**config.mk**
```make
export PLATFORM = sky130hd
export DESIGN_NAME = hazard_ctrl
export DESIGN_NICKNAME = d
export VERILOG_FILES = /design/src/rtl/hazard_pkg.sv /design/src/rtl/md_busy_tracker.sv /design/src/rtl/hazard_ctrl.sv
export SDC_FILE = /design/constraint.sdc
export NUM_CORES = 1
export LEC_CHECK = 0
export BUFFER_PORTS_ARGS = -buffer_cell sky130_fd_sc_hd__buf_2
export CAP_MARGIN = 20
export CORE_MARGIN = 4
export CORE_UTILIZATION = 53
export DETAILED_ROUTE_END_ITERATION = 8
export GPL_TIMING_DRIVEN = 0
export PLACE_DENSITY = 0.86
export SETUP_SLACK_MARGIN = 0.2
export SLEW_MARGIN = 20
export SYNTH_ARGS = -nofsm -noshare
export SYNTH_HDL_FRONTEND = slang
export SYNTH_SLANG_ARGS = --single-unit
```
**constraint.sdc**
```tcl
create_clock -name clk -period 2.76 [get_ports clk]
set_input_delay 0.138 -clock clk [delete_from_list [all_inputs] [get_ports clk]]
set_output_delay 0.138 -clock clk [all_outputs]
set_load 0.01 [all_outputs]
```
**src/rtl/hazard_pkg.sv**
```systemverilog
// hazard_pkg: shared types and helpers for the hazard controller.
// Forward-select encoding, mul/div FSM states and register match.
package hazard_pkg;

  typedef enum logic [1:0] {
    FWD_RF  = 2'd0,
    FWD_WB  = 2'd1,
    FWD_MEM = 2'd2
  } fwd_sel_t;

  typedef enum logic {
    IDLE = 1'b0,
    BUSY = 1'b1
  } md_state_t;

  // Register 0 is hard-wired, so it never carries a hazard.
  function automatic logic reg_match(
    input logic [31:0] a,
    input logic [31:0] d,
    input logic        we
  );
    return we && (d != 32'd0) && (a == d);
  endfunction

endpackage

```
**src/rtl/md_busy_tracker.sv**
```systemverilog
// md_busy_tracker: IDLE/BUSY FSM with a down-counter for mul/div.
// Ports: clk, rst_n, md_start_i (start pulse), md_busy_o (registered busy).
module md_busy_tracker
  import hazard_pkg::*;
#(
  parameter int MD_LATENCY = 32
) (
  input  logic clk,
  input  logic rst_n,
  input  logic md_start_i,
  output logic md_busy_o
);

  localparam int CW = $clog2(MD_LATENCY + 1);

  md_state_t state_q, state_d;
  logic [CW-1:0] cnt_q, cnt_d;

  always_ff @(posedge clk or negedge rst_n) begin
    if (!rst_n) begin
      state_q <= IDLE;
      cnt_q   <= '0;
    end else begin
      state_q <= state_d;
      cnt_q   <= cnt_d;
    end
  end

  // A start seen while BUSY is dropped: the unit is already occupied.
  always_comb begin
    state_d = state_q;
    cnt_d   = cnt_q;
    unique case (state_q)
      IDLE: begin
        if (md_start_i) begin
          state_d = BUSY;
          cnt_d   = CW'(MD_LATENCY);
        end
      end
      BUSY: begin
        cnt_d = cnt_q - CW'(1);
        if (cnt_q == CW'(1)) begin
          state_d = IDLE;
        end
      end
      default: begin
        state_d = IDLE;
        cnt_d   = '0;
      end
    endcase
  end

  assign md_busy_o = (state_q == BUSY);

endmodule

```
**src/rtl/hazard_ctrl.sv**
```systemverilog
// hazard_ctrl: stall/flush/forward control for the 5-stage pipeline.
// Ports: stage register/control inputs, stall/flush/fwd outputs, perf counters.
module hazard_ctrl
  import hazard_pkg::*;
#(
  parameter int REG_W         = 5,
  parameter int MD_LATENCY    = 32,
  parameter int BRANCH_IN_DEC = 0,
  parameter int CNT_W         = 32
) (
  input  logic             clk,
  input  logic             rst_n,
  input  logic [REG_W-1:0] rs_DEC,
  input  logic [REG_W-1:0] rt_DEC,
  input  logic             uses_rs_DEC,
  input  logic             uses_rt_DEC,
  input  logic             is_branch_DEC,
  input  logic             md_op_DEC,
  input  logic             hilo_read_DEC,
  input  logic [REG_W-1:0] rs_EXE,
  input  logic [REG_W-1:0] rt_EXE,
  input  logic [REG_W-1:0] dst_EXE,
  input  logic             regwrite_EXE,
  input  logic             memtoreg_EXE,
  input  logic             md_start_EXE,
  input  logic [REG_W-1:0] dst_MEM,
  input  logic             regwrite_MEM,
  input  logic             memtoreg_MEM,
  input  logic [REG_W-1:0] dst_WB,
  input  logic             regwrite_WB,
  input  logic             branch_taken,
  input  logic             perf_clr,
  output logic             stall_IF,
  output logic             stall_DEC,
  output logic             flush_DEC,
  output logic             flush_EXE,
  output logic [1:0]       fwd_a_EXE,
  output logic [1:0]       fwd_b_EXE,
  output logic             fwd_a_DEC,
  output logic             fwd_b_DEC,
  output logic             md_busy,
  output logic [CNT_W-1:0] perf_stall_cnt,
  output logic [CNT_W-1:0] perf_flush_cnt
);

  logic lu, bh, mh, st;
  logic st_if, st_dec, fl_dec, fl_exe;
  logic fad, fbd;
  fwd_sel_t fa, fb;
  logic [CNT_W-1:0] pstall_q, pstall_d;
  logic [CNT_W-1:0] pflush_q, pflush_d;

  function automatic logic hit(
    input logic [REG_W-1:0] a,
    input logic [REG_W-1:0] d,
    input logic             we
  );
    return reg_match(32'(a), 32'(d), we);
  endfunction

  md_busy_tracker #(
    .MD_LATENCY(MD_LATENCY)
  ) u_md (
    .clk       (clk),
    .rst_n     (rst_n),
    .md_start_i(md_start_EXE),
    .md_busy_o (md_busy)
  );

  always_comb begin
    lu = memtoreg_EXE &&
      ((uses_rs_DEC && hit(rs_DEC, dst_EXE, regwrite_EXE)) ||
       (uses_rt_DEC && hit(rt_DEC, dst_EXE, regwrite_EXE)));
    bh  = 1'b0;
    fad = 1'b0;
    fbd = 1'b0;
    // A load in MEM cannot feed the DEC comparator yet; an ALU result can.
    if (BRANCH_IN_DEC != 0) begin
      bh = is_branch_DEC && (
        (uses_rs_DEC &&
          (hit(rs_DEC, dst_EXE, regwrite_EXE) ||
           (memtoreg_MEM && hit(rs_DEC, dst_MEM, regwrite_MEM)))) ||
        (uses_rt_DEC &&
          (hit(rt_DEC, dst_EXE, regwrite_EXE) ||
           (memtoreg_MEM && hit(rt_DEC, dst_MEM, regwrite_MEM)))));
      fad = hit(rs_DEC, dst_MEM, regwrite_MEM) && !memtoreg_MEM;
      fbd = hit(rt_DEC, dst_MEM, regwrite_MEM) && !memtoreg_MEM;
    end
    mh = (md_busy || md_start_EXE) && (md_op_DEC || hilo_read_DEC);
    st = lu | bh | mh;
  end

  // EXE branches override stalls; DEC branches wait for their operands.
  always_comb begin
    st_if  = 1'b0;
    st_dec = 1'b0;
    fl_dec = 1'b0;
    fl_exe = 1'b0;
    if (BRANCH_IN_DEC == 0) begin
      if (branch_taken) begin
        fl_dec = 1'b1;
        fl_exe = 1'b1;
      end else if (st) begin
        st_if  = 1'b1;
        st_dec = 1'b1;
        fl_exe = 1'b1;
      end
    end else begin
      if (st) begin
        st_if  = 1'b1;
        st_dec = 1'b1;
        fl_exe = 1'b1;
      end else if (branch_taken) begin
        fl_dec = 1'b1;
      end
    end
  end

  // MEM holds the younger result, so it wins over WB.
  always_comb begin
    fa = FWD_RF;
    fb = FWD_RF;
    if (hit(rs_EXE, dst_MEM, regwrite_MEM)) fa = FWD_MEM;
    else if (hit(rs_EXE, dst_WB, regwrite_WB)) fa = FWD_WB;
    if (hit(rt_EXE, dst_MEM, regwrite_MEM)) fb = FWD_MEM;
    else if (hit(rt_EXE, dst_WB, regwrite_WB)) fb = FWD_WB;
  end

  assign stall_IF  = rst_n & st_if;
  assign stall_DEC = rst_n & st_dec;
  assign flush_DEC = rst_n & fl_dec;
  assign flush_EXE = rst_n & fl_exe;
  assign fwd_a_EXE = rst_n ? fa : FWD_RF;
  assign fwd_b_EXE = rst_n ? fb : FWD_RF;
  assign fwd_a_DEC = rst_n & fad;
  assign fwd_b_DEC = rst_n & fbd;

  always_comb begin
    pstall_d = pstall_q;
    pflush_d = pflush_q;
    if (perf_clr) begin
      pstall_d = '0;
      pflush_d = '0;
    end else begin
      if (stall_IF && (pstall_q != '1)) pstall_d = pstall_q + CNT_W'(1);
      if (flush_DEC && (pflush_q != '1)) pflush_d = pflush_q + CNT_W'(1);
    end
  end

  always_ff @(posedge clk or negedge rst_n) begin
    if (!rst_n) begin
      pstall_q <= '0;
      pflush_q <= '0;
    end else begin
      pstall_q <= pstall_d;
      pflush_q <= pflush_d;
    end
  end

  assign perf_stall_cnt = pstall_q;
  assign perf_flush_cnt = pflush_q;

endmodule

```
==> flow_summary.toml <==
[status]
status = "finished clean"

[critical_path]
end_kind = "register"
crit_path_top_delay_cell = "dfrtp_1"
critPathMostFrequentCell = "nand4_1"
crit-reg2reg-launch = "perf_stall_cnt[13]$_DFFE_PN0P_"
crit_path_cell_trace = "nand4_1 > nor4_2 > nand4_1 > nand3_4 > clkbuf_2 > buf_2 > o31ai_1 > a21oi_1"
slowest_delay_ns = 0.43
critPathArrivalTime_ns = 2.76
worstSetupStartpointType = "register"
rr_worst_depth = 8
cp.required_ns = 3.02
worst-r2r-setup-slack_ns = 0.26
r2r_end = "perf_stall_cnt[23]$_DFFE_PN0P_"
cpLargestDelayFamily = "simple AND/OR/NAND/NOR gates"
crit_type = "register to register"
path_max_fanout = 10
crit_buf_inv = 2

[global_route]
grt_pass1_vias = 4200
antenna_found_initial = 0
grt_pass1_wl_um = 19700
grt_overflow = 0
grtUsageTotal_pct = 24.8
grt_max_degree = 46

[layout]
drive_gt1_share_pct = 26.2
diodes = 0
final_nets = 682
fillers = 625
ff_latch_area_um2 = 1780
area_growth_pct = 24.8
multi_input_comb_area_um2 = 2400

[placed_design]
io_buffers = 120
hpwl_um = 9010
place_ws_ns = -0.171
gp_routability_congestion = 0.908

[cts]
cts_root_buffer = "clkbuf_8"
clock_latency_ns = 0.35
cts-buffers-inserted = 9
cts_tree = "done"
cts.clk_slew.worst_paths_ns = 0.08
cts_max_level = 3
clock_path_buffers = 2
cts_sinks = 71

[timing]
worstMarginPinSlew_ns = 0.639
setup_ws_ns = 0.263
fmax_mhz = 401
maxSlewViolCount = 0
hold_viol_final = 0
finalCritPeriodShare_pct = 90.5
worst_slew_margin_rel_pct = 57.0
period_minus_slack_ns = 2.50
rsz0062_at_grt = "yes"
setup_viol = 0
fin_skew_ns = 0.00987

[run]
cap_viol_max_count = 0

[synthesis]
synthCells = 489
async_reset_ff_share_pct = 100
synthDistinctLibCells = 44
synth_area_um2 = 4290
ys_warn_count = 0
synth_flop_cell = "dfrtp_1"
synth_seq_cells = 71
yosysSeqAreaShare_pct = 41.4
syn_avg_cell_area_um2 = 8.78
synth_edf_count = 0

[drt]
drt_pass1_iterations = 7
initialDrtViolationCount = 267
vias = 4394
viasPerCell = 5.98
ant_nets = 0
avgRoutedWirePerCell_um = 16.5
drcViolationCount = 0
routed_wl_um = 12200

[pwr]
power_leakage_uw = 0.00237
ir_worst_vdd_mv = 0.277
powerDensity_nw_per_um2 = 444
power_uw = 2380

[worst_hold_path]
whs_endpoint = "u_md.cnt_q[2]$_DFFE_PN0P_"
hold-path-cell-count = 2
hold_class = "primary input to register"
worstHoldStart = "md_start_EXE"

[floorplan]
rows = 32
design.core.area_um2 = 7810
die-height_um = 98
initial_utilization_pct = 55.0
dieArea_um2 = 9600
io_pins = 125
dieWidth_um = 98
worst max path at each step:
stage	from	end	slack, ns	cells past startpoint
finish	perf_stall_cnt[13]$_DFFE_PN0P_	perf_stall_cnt[23]$_DFFE_PN0P_	0.26	8
global route	perf_stall_cnt[13]$_DFFE_PN0P_	perf_stall_cnt[4]$_DFFE_PN0P_	0.09	8
CTS	perf_stall_cnt[1]$_DFFE_PN0P_	perf_stall_cnt[30]$_DFFE_PN0P_	0.20	8
detailed placement	perf_stall_cnt[23]$_DFFE_PN0P_	perf_stall_cnt[4]$_DFFE_PN0P_	-0.17	8
global placement	rst_n	perf_stall_cnt[21]$_DFFE_PN0P_	-0.57	7
floorplan	perf_stall_cnt[0]$_DFFE_PN0P_	perf_stall_cnt[30]$_DFFE_PN0P_	0.37	8
metal layers:
metal / up-vias / GRT usage (%) / share of wire, %
met5: - / 0 / 0
met4: 0 / 8.95 / 2.3
met3: 32 / 4.71 / 7.3
met2: 203 / 41.6 / 51
met1: 2109 / 32.0 / 40
li1: 2050 / - / -
cell usage in the layout, fill, tap and decap left out, types with 10 or more instances in the layout:
| cell type | instances |
|---|---|
| nand2_1 | 41 |
| xnor2_1 | 28 |
| inv_1 | 19 |
| clkbuf_1 | 15 |
| o21ai_0 | 18 |
| buf_2 | 120 |
| dfrtp_1 | 71 |
| xor2_1 | 29 |
| clkbuf_8 | 10 |
| o31ai_1 | 21 |
| a21oi_1 | 34 |
| or4_1 | 24 |
| nor2_1 | 40 |
| or3_1 | 14 |
| nand3_1 | 29 |
| nor3_1 | 11 |
| nand4_1 | 18 |
report_power, final:
| group | total, uW | internal (uW) | switching (uW) |
|---|---|---|---|
| clock | 826 | 438 | 388 |
| sequential | 1150 | 1100 | 54.3 |
| combinational | 402 | 168 | 234 |
per-stage QoR:
| stage | std cells | hold slack (ns) | util [%] | setup TNS, ns | area (um2) |
|---|---|---|---|---|---|
| final | 735 | 0.0936 | 68.6 | 0 | 5360 |
| after global routing | 735 | 0.0990 | 68.6 | 0 | 5360 |
| after CTS | 732 | 0.0829 | 67.9 | 0 | 5300 |
| after detailed placement | 713 | 0.112 | 64.7 | -1.16 | 5050 |
| after global placement | 712 | 0.451 | 64.4 | -16.87 | 5020 |
| after floorplan | 490 | -0.158 | - | 0 | 4300 |
logic make-up after synthesis:
family                     share of synthesized area (%)
AOI/OAI and AO/OA                                   12.5
xor gates and xnor gates                            11.6
adders and majority gates                           1.17
buffers and inverters                               4.05
DFF                                                 41.4
muxes                                              0.758
other                                             0.0874
and+or+nand+nor                                     28.4
state kept, by name (all words and copies together), names as in the netlist:
name and cells:
perf_flush_cnt 32, u_md.cnt_q 6, u_md.md_busy_o 1, perf_stall_cnt 32
area by class of cell:
class	count	share of cell area (%)
Buffer	21	1.89
Clock buffer	12	2.71
Clock inverter	4	0.841
Inverter	20	1.40
Multi-Input combinational cell	378	44.7
Sequential cell	71	33.2
Tap cell	102	2.38
Timing Repair Buffer	127	12.9
synth_stat cells (4+ instances only):
cell type,n,area [um2]
nand2_1,42,158
or2_2,5,31.3
inv_1,19,71.3
nor2_1,40,150
nor3_1,12,60.1
nor4_1,12,75.1
and4_1,4,35.0
o21ai_0,18,90.1
and2_1,5,31.3
or4_1,24,180
nand3_1,30,150
clkbuf_1,16,60.1
ha_1,4,50.1
o22ai_1,4,25.0
nor2b_1,6,37.5
o31ai_1,21,158
a21oi_1,34,170
xor2_1,29,254
or3_1,14,87.6
dfrtp_1,71,1780
nand4_1,18,113
and3_1,5,31.3
xnor2_1,28,245
what timing repair did:
item / in CTS / in global routing
pin swaps: 0 / 3
endpoints found under the setup margin: 24 / 31
hold buffers: 2 / 0
buffers inserted: 1 / 3
hold endpoints to repair: 28 / 0
gates resized for setup: 5 / 7
Note: power is estimated with default switching activity, not from simulation.
